**src/rtl/div_pkg.sv**
```systemverilog
// Shared definitions for the sequential signed divider: FSM states,
// default widths, iteration counts and divide-by-zero result constants.
package div_pkg;

  typedef enum logic [1:0] {
    IDLE = 2'd0,
    CALC = 2'd1,
    FIX  = 2'd2,
    DONE = 2'd3
  } div_state_e;

  localparam int DW_DEF = 16;
  localparam int VW_DEF = 8;

  // One quotient bit per cycle, or two when the radix-4 path is built.
  localparam int ITER_R2 = DW_DEF;
  localparam int ITER_R4 = DW_DEF / 2;
  localparam int CNT_W   = $clog2(ITER_R2) + 1;

  localparam logic [DW_DEF-1:0] DZ_QUOT = {DW_DEF{1'b1}};
  localparam logic [VW_DEF-1:0] DZ_REM  = {VW_DEF{1'b0}};

endpackage

```
**src/rtl/div_step.sv**
```systemverilog
// One combinational restoring-division step: shift in the next dividend
// bit, trial-subtract the divisor magnitude, keep the difference if it
// did not borrow.
module div_step #(
  parameter int VW = 8
) (
  input  logic [VW:0]   rem_in,
  input  logic          dvd_bit,
  input  logic [VW-1:0] dvs_mag,
  output logic [VW:0]   rem_out,
  output logic          q_bit
);

  logic [VW+1:0] shifted;
  logic [VW+1:0] diff;

  // Trial subtraction one bit wider than the shifted remainder so the top
  // bit of the difference is the borrow.
  always_comb begin
    shifted = {rem_in, dvd_bit};
    diff    = shifted - {2'b00, dvs_mag};
    q_bit   = ~diff[VW+1];
    rem_out = q_bit ? diff[VW:0] : shifted[VW:0];
  end

endmodule

```
**src/rtl/booth_seq_divider.sv**
```systemverilog
// Sequential signed divider (16-bit dividend / 8-bit divisor) with a
// valid/ready handshake on both sides. Magnitudes are divided with
// unsigned restoring division, then signs and flags are applied in FIX.
// Optional macro BOOTH_DIV_RADIX4_EN chains two div_step stages so CALC
// retires two quotient bits per cycle; results are identical.
module booth_seq_divider
  import div_pkg::*;
#(
  parameter int DW = DW_DEF,
  parameter int VW = VW_DEF
) (
  input  logic          clk,
  input  logic          rst,
  input  logic          in_valid,
  output logic          in_ready,
  input  logic [DW-1:0] dividend,
  input  logic [VW-1:0] divisor,
  output logic          out_valid,
  input  logic          out_ready,
  output logic [DW-1:0] quotient,
  output logic [VW-1:0] remainder,
  output logic          dz,
  output logic          ovf
);

`ifdef BOOTH_DIV_RADIX4_EN
  localparam int ITER = ITER_R4;
`else
  localparam int ITER = ITER_R2;
`endif

  localparam logic [DW-1:0] DVD_MIN = {1'b1, {(DW-1){1'b0}}};

  div_state_e state_q, state_d;
  logic [CNT_W-1:0] cnt_q, cnt_d;
  logic [DW-1:0]    dvd_q, dvd_d;
  logic [VW:0]      rem_q, rem_d;
  logic [VW-1:0]    dvs_q, dvs_d;
  logic             sign_n_q, sign_n_d;
  logic             sign_d_q, sign_d_d;
  logic [DW-1:0]    quotient_q, quotient_d;
  logic [VW-1:0]    remainder_q, remainder_d;
  logic             dz_q, dz_d;
  logic             ovf_q, ovf_d;

  logic [VW:0]      rem_a;
  logic             q_a;

  div_step #(.VW(VW)) u_step_a (
    .rem_in  (rem_q),
    .dvd_bit (dvd_q[DW-1]),
    .dvs_mag (dvs_q),
    .rem_out (rem_a),
    .q_bit   (q_a)
  );

`ifdef BOOTH_DIV_RADIX4_EN
  logic [VW:0]      rem_b;
  logic             q_b;

  div_step #(.VW(VW)) u_step_b (
    .rem_in  (rem_a),
    .dvd_bit (dvd_q[DW-2]),
    .dvs_mag (dvs_q),
    .rem_out (rem_b),
    .q_bit   (q_b)
  );
`endif

  // All architectural state; reset discards any in-flight operation.
  always_ff @(posedge clk or posedge rst) begin
    if (rst) begin
      state_q     <= IDLE;
      cnt_q       <= '0;
      dvd_q       <= '0;
      rem_q       <= '0;
      dvs_q       <= '0;
      sign_n_q    <= 1'b0;
      sign_d_q    <= 1'b0;
      quotient_q  <= '0;
      remainder_q <= '0;
      dz_q        <= 1'b0;
      ovf_q       <= 1'b0;
    end else begin
      state_q     <= state_d;
      cnt_q       <= cnt_d;
      dvd_q       <= dvd_d;
      rem_q       <= rem_d;
      dvs_q       <= dvs_d;
      sign_n_q    <= sign_n_d;
      sign_d_q    <= sign_d_d;
      quotient_q  <= quotient_d;
      remainder_q <= remainder_d;
      dz_q        <= dz_d;
      ovf_q       <= ovf_d;
    end
  end

  // Next-state and datapath: latch magnitudes on accept, iterate in CALC
  // (dvd_q shifts out dividend bits and fills with quotient bits), then
  // apply signs and flags in FIX.
  always_comb begin
    state_d     = state_q;
    cnt_d       = cnt_q;
    dvd_d       = dvd_q;
    rem_d       = rem_q;
    dvs_d       = dvs_q;
    sign_n_d    = sign_n_q;
    sign_d_d    = sign_d_q;
    quotient_d  = quotient_q;
    remainder_d = remainder_q;
    dz_d        = dz_q;
    ovf_d       = ovf_q;

    unique case (state_q)
      IDLE: begin
        if (in_valid) begin
          sign_n_d = dividend[DW-1];
          sign_d_d = divisor[VW-1];
          dvd_d    = dividend[DW-1] ? -dividend : dividend;
          dvs_d    = divisor[VW-1] ? -divisor : divisor;
          rem_d    = '0;
          cnt_d    = '0;
          dz_d     = 1'b0;
          ovf_d    = 1'b0;
          state_d  = (divisor == '0) ? FIX : CALC;
        end
      end

      CALC: begin
`ifdef BOOTH_DIV_RADIX4_EN
        dvd_d = {dvd_q[DW-3:0], q_a, q_b};
        rem_d = rem_b;
`else
        dvd_d = {dvd_q[DW-2:0], q_a};
        rem_d = rem_a;
`endif
        cnt_d = cnt_q + CNT_W'(1);
        if (cnt_q == CNT_W'(ITER - 1)) begin
          state_d = FIX;
        end
      end

      FIX: begin
        if (dvs_q == '0) begin
          quotient_d  = DW'(DZ_QUOT);
          remainder_d = VW'(DZ_REM);
          dz_d        = 1'b1;
          ovf_d       = 1'b0;
        end else begin
          quotient_d  = (sign_n_q ^ sign_d_q) ? -dvd_q : dvd_q;
          remainder_d = sign_n_q ? -rem_q[VW-1:0] : rem_q[VW-1:0];
          dz_d        = 1'b0;
          // Only -2^(DW-1) / -1 yields a quotient magnitude of 2^(DW-1).
          ovf_d       = sign_n_q & sign_d_q & (dvd_q == DVD_MIN);
        end
        state_d = DONE;
      end

      DONE: begin
        if (out_ready) begin
          state_d = IDLE;
        end
      end

      default: state_d = IDLE;
    endcase
  end

  assign in_ready  = (state_q == IDLE);
  assign out_valid = (state_q == DONE);
  assign quotient  = quotient_q;
  assign remainder = remainder_q;
  assign dz        = dz_q;
  assign ovf       = ovf_q;

endmodule

```
**config.mk**
```make
export PLATFORM = sky130hd
export DESIGN_NAME = booth_seq_divider
export DESIGN_NICKNAME = d
export VERILOG_FILES = /design/src/rtl/div_pkg.sv /design/src/rtl/div_step.sv /design/src/rtl/booth_seq_divider.sv
export SDC_FILE = /design/constraint.sdc
export NUM_CORES = 1
export LEC_CHECK = 0
export BUFFER_PORTS_ARGS = -buffer_cell sky130_fd_sc_hd__buf_2
export CAP_MARGIN = 25
export CORE_MARGIN = 2
export CORE_UTILIZATION = 63
export DETAILED_ROUTE_END_ITERATION = 10
export PLACE_DENSITY = 0.95
export SLEW_MARGIN = 5
export SYNTH_ARGS = -nofsm -noshare
export SYNTH_HDL_FRONTEND = slang
export SYNTH_HIERARCHICAL = 1
export SYNTH_SLANG_ARGS = --single-unit
```
**constraint.sdc**
```tcl
create_clock -name clk -period 5.8 [get_ports clk]
set_input_delay 0 -clock clk [delete_from_list [all_inputs] [get_ports clk]]
set_output_delay 0 -clock clk [all_outputs]
set_load 0.05 [all_outputs]
```
# --- Word level (Yosys, flattened, before mapping) ---
# Index checks and enable logic that the tools add are counted.
op_classes:
  bitwise_logic: 4
  n_eq_ne: 8
  n_reduce_logical: 9
  muxes: 23
  n_addsub: 6
ops:
  columns: ["cell", "count"]
  rows:
  - ["16-bit 2-to-1 mux", 4]
  - ["16-bit negation", 2]
  - ["16-bit one-hot mux with 2 select lines", 1]
  - ["8-bit 2-to-1 mux", 3]
  - ["9-bit 2-to-1 mux", 2]
  - ["9-bit one-hot mux with 2 select lines", 1]
  - ["16-bit equality test (second input constant)", 1]
  - ["8-bit logical NOT", 2]
  - ["8-bit negation", 2]
  - ["5-bit one-hot mux with 2 select lines", 1]
  - ["10-bit by 8-bit subtractor with 10-bit output", 1]
  - ["2-bit 2-to-1 mux", 4]
  - ["2-bit one-hot mux with 4 select lines", 1]
  - ["2-bit AND reduction", 3]
  - ["5-bit by 1-bit adder with 5-bit output (second input constant)", 1]
  - ["5-bit by 4-bit equality test with 1-bit output (second input constant)", 1]
  - ["5-bit 2-to-1 mux", 1]
  - ["2-bit equality test (second input constant)", 2]
  - ["2-bit inequality test (second input constant)", 2]
  - ["1-bit one-hot mux with 2 select lines", 2]
  - ["2-bit nonzero test", 2]
  - ["1-bit 2-to-1 mux", 3]
  - ["3-bit AND reduction", 1]
  - ["1-bit bitwise AND", 2]
  - ["other kinds (5)", 5]
totals:
  wordCells: 61
  ff_bits: 68
  output_inout_bits: 28

# --- Longest topological paths before layout ---
logic_depth:
  word_depth: 4
  depth_mapped: 10
  ltp_nobuf: 9

# --- Cells and area by module ---
# Netlist, hierarchy kept.
modules_own_cells:
  columns: ["mod", "instances", "area_each_um2", "seq_area_each_um2", "cells_each"]
  rows:
  - ["booth_seq_divider", 1, 3772.4, 1701.6, 399]
  - ["div_step", 1, 565.5, 0.0, 72]

# --- Least setup slack after synthesis ---
# No wires, ideal clock.
synth_path:
  path_kind: "register -> register"
  startpoint: "reg dvd_q[15]"
  endpoint: "reg rem_q[8]"
  slack_ns: 3.509
  setup_ns: 0.121
  path_buffers: 0
  required_time_ns: 5.679
  arrival_time_ns: 2.170
  period_less_slack_ns: 2.291
  stages_incl_launch_ff: 10
  path_cell_list: "dfrtp_1 inv_1 ha_1 fa_1 nand2b_1 a2111oi_0 nor2_1 or4b_1 nand3_1 a22o_1"
synth_between:
  elab_chain_len: 3
synth_rtl:
  columns: ["item", "line_no", "text"]
  rows:
  - ["from (decl)", "booth_seq_divider.sv:36", "logic [DW-1:0] dvd_q, dvd_d;"]
  - ["from (signal assigned)", "booth_seq_divider.sv:87", "dvd_q <= dvd_d;"]
  - ["10-bit by 8-bit subtractor with 10-bit output", "div_step.sv:21", "diff = shifted - {2'b00, dvs_mag};"]
  - ["9-bit 2-to-1 mux", "div_step.sv:23", "rem_out = q_bit ? diff[VW:0] : shifted[VW:0];"]
  - ["via rem_a[8]", "booth_seq_divider.sv:46", "logic [VW:0] rem_a;"]
  - ["9-bit one-hot mux with 2 select lines", "booth_seq_divider.sv:115", "unique case (state_q)"]
  - ["to (signal assigned)", "booth_seq_divider.sv:88", "rem_q <= rem_d;"]
  - ["to (decl)", "booth_seq_divider.sv:37", "logic [VW:0] rem_q, rem_d;"]
# The timed path passes the listed nets, and every way through them passes these cells.
# A chain may end at the register's enable or synchronous reset.

# --- Worst setup path in the final report ---
# Ends and elaborated chain as after synthesis.

==> results.toml <==
[power]
power_leakage_uw = 0.002214
powerDensity_nw_per_um2 = 672.2
power_uw = 3256
ir_drop_v = 0.0002569

[global_routing]
grt-ovfl-total = 0
met1_usage_pct = 36.49
grt.total_usage_pct = 27.28
grt_pass1_wl_um = 16310
met3_usage_pct = 4.739
top_usage_layer = "met2"
grt_pass1_vias = 3600
grt_max_degree = 69
grt_use_met2_pct = 43.93
antenna_found_initial = 0

[sta]
slew_headroom_pct = 45.35
finalHoldViolations = 0
skew_ps = 4.565
setup_viol = 0
hold_ws_ps = 5.334
rsz0062_at_grt = "no"
tns_ps = 0
slew_violations = 0
max_freq_ghz = 0.3906
worstMarginPinSlew_ps = 819.7
min_period_ps = 2560
fin_crit_sh_pct = 44.15

[synth]
synth_xor_area_share_pct = 8.278
synth_most_common_cell = "dfrtp_1"
synth_edf_count = 0
synth_top_family_by_area = "compound AO/OA/AOI/OAI gates"
muxShareOfSynthArea_pct = 5.711
ys_warn_count = 6
synth_fa_ha_area_share_pct = 6.230
synthSimpleGateAreaFrac_pct = 14.91
synth-seq-cells = 68
postSynthCellCount = 471
seq_area_frac_synth_pct = 39.23
netlist_area_um2 = 4338
async_flop_share_pct = 100.0
yosysTopAreaCellShare_pct = 39.23
synth_area_leaders = "dfrtp_1, ha_1, o21ai_0"
synthFlopType = "dfrtp_1"
yosys.area.top_type = "dfrtp_1"
synth_cell_types = 57
synth_area_per_cell_um2 = 9.210
synth_compound_area_share_pct = 20.10
synth_common_cells = "dfrtp_1, nand2_1, o21ai_0"
synthesis.nets = 520

[layout]
final_cells = 603
seqCellArea_um2 = 1702
num_antenna_cells = 0
multi_input_area_um2 = 2400
fin_nets = 569
area_growth_pct = 11.65
design_area_um2 = 4843
nFillCells = 469
drive_gt1_share_pct = 17.78

[placement]
globalplace.congestion = 0.8693
place_area_um2 = 4642
port-buffer-count = 55
placed_cells = 586
dp_hpwl_um = 6932

[status]
status = "completed"

[critical_path]
worstPathRequired_ps = 6030
reg2reg_to = "rem_q[8]$_DFFE_PP0P_"
critPathLaunchType = "flip-flop"
worstPathArrival_ps = 2790
crit_path_end_kind = "flip-flop"
regToRegSetupSlack_ps = 3240
worstPathMaxFanout = 4
reg2reg_depth = 9
r2r_start = "dvd_q[15]$_DFFE_PP0P_"
worstSetupPathType = "reg -> reg"

[clock_network]
clkLatencyLatePin_ps = 340
cts_root_buffer = "clkbuf_8"
cts_buffer_depth = 2
clock-sinks = 68
cts_tree = "done"
cts_buffers = 9
clk_pin_slew_worst_paths_ps = 70
ctsResizeCount = 0
htreeDepth = 3

[floorplanning]
io_pins = 56
fp.dieH_um = 86.98
core_area_um2 = 6719
row_count = 30
dieArea_um2 = 7566
initial_core_util_pct = 64.56
die_w_um = 86.98

[routing]
viasPerCell = 6.176
wl_per_cell_um = 15.98
ant_nets = 0
first_iter_violations = 214
first_pass_iters = 5
routed_wl_um = 9635
drc = 0
vias = 3724

[min_path]
holdCritPathClass = "in -> reg"
hold_path_depth = 3
min_to = "dvs_q[0]$_DFFE_PP0P_"
hold_path.startpoint = "divisor[0]"

[job]
drv_cap = 0
registers in the layout, summed over array words and instances (netlist names):
name,flops
cnt_q,5
dvd_q,16
dvs_q,8
dz,1
ovf,1
quotient,16
rem_q,9
remainder,8
sign_d_q,1
sign_n_q,1
state_q,2
metal layers:
layer	up-vias	part of all wire, %	wire length (um)
met2	147	48	4627
met4	0	2.4	231
met3	25	5.5	528
li1	1773	-	-
met1	1779	44	4247
met5	-	0	0
power by group:
| group | switching (uW) | internal, uW |
|---|---|---|
| registers | 230 | 683 |
| clock network | 167 | 193 |
| logic | 1190 | 790 |
repair_timing:
| item | CTS | global route |
|---|---|---|
| endpoints found under the hold margin | 70 | 0 |
| hold buffers | 3 | 0 |
| setup buffers | 0 | 0 |
worst max-delay path: stages, from the launching register on:
cell and delay [ps]:
dfrtp_1 400, inv_1 70, ha_1 230, fa_1 410, nand2b_1 190, a2111oi_0 540, nor2_1 130, or4b_1 200
nand3_1 70, a22o_1 220
through the flow:
stage | utilization [%] | setup WS [ps]
after floorplan | - | 3509
after global placement | 69.09 | 3395
after detailed placement | 69.09 | 3268
after CTS | 72.09 | 3262
after global routing | 72.09 | 3132
final | 72.09 | 3240
cell families (layout without fill, tap and decap cells):
group,count (synthesis),after routing
AO/OA/AOI/OAI,127,127
XOR/XNOR,41,41
adder cells (fa/ha/maj),21,21
buffers and inverters,60,112
flip-flops,68,68
multiplexers,22,22
AND/OR/NAND/NOR,132,132
layout make-up:
cell class / instances / area share [%]
Clock inverter: 3 / 0.8267
Tap cell: 80 / 2.067
Sequential cell: 68 / 35.13
Timing Repair Buffer: 62 / 6.923
Clock buffer: 11 / 2.712
Inverter: 36 / 2.790
Multi-Input combinational cell: 343 / 49.55
worst max path at each step:
stage	from	to
floorplan	dvd_q[15]$_DFFE_PP0P_	rem_q[8]$_DFFE_PP0P_
global placement	dvd_q[15]$_DFFE_PP0P_	rem_q[8]$_DFFE_PP0P_
detailed placement	dvd_q[15]$_DFFE_PP0P_	rem_q[8]$_DFFE_PP0P_
CTS	dvd_q[15]$_DFFE_PP0P_	rem_q[8]$_DFFE_PP0P_
global route	dvd_q[15]$_DFFE_PP0P_	rem_q[8]$_DFFE_PP0P_
finish	dvd_q[15]$_DFFE_PP0P_	rem_q[8]$_DFFE_PP0P_
cell usage in the layout, fill, tap and decap left out, drive strengths merged, types with 5 or more instances in the layout:
master / n
dfrtp: 68
buf: 59
nand2: 55
o21ai: 45
inv: 36
xnor2: 24
nor2: 23
ha: 20
xor2: 17
a21oi: 16
mux2i: 15
nand3: 13
o22a: 13
a22o: 12
o31ai: 12
clkbuf: 11
a31oi: 8
nor4: 8
nor3: 7
mux2: 7
o41ai: 5
or4: 5
Power figures use the tool's default switching activity.
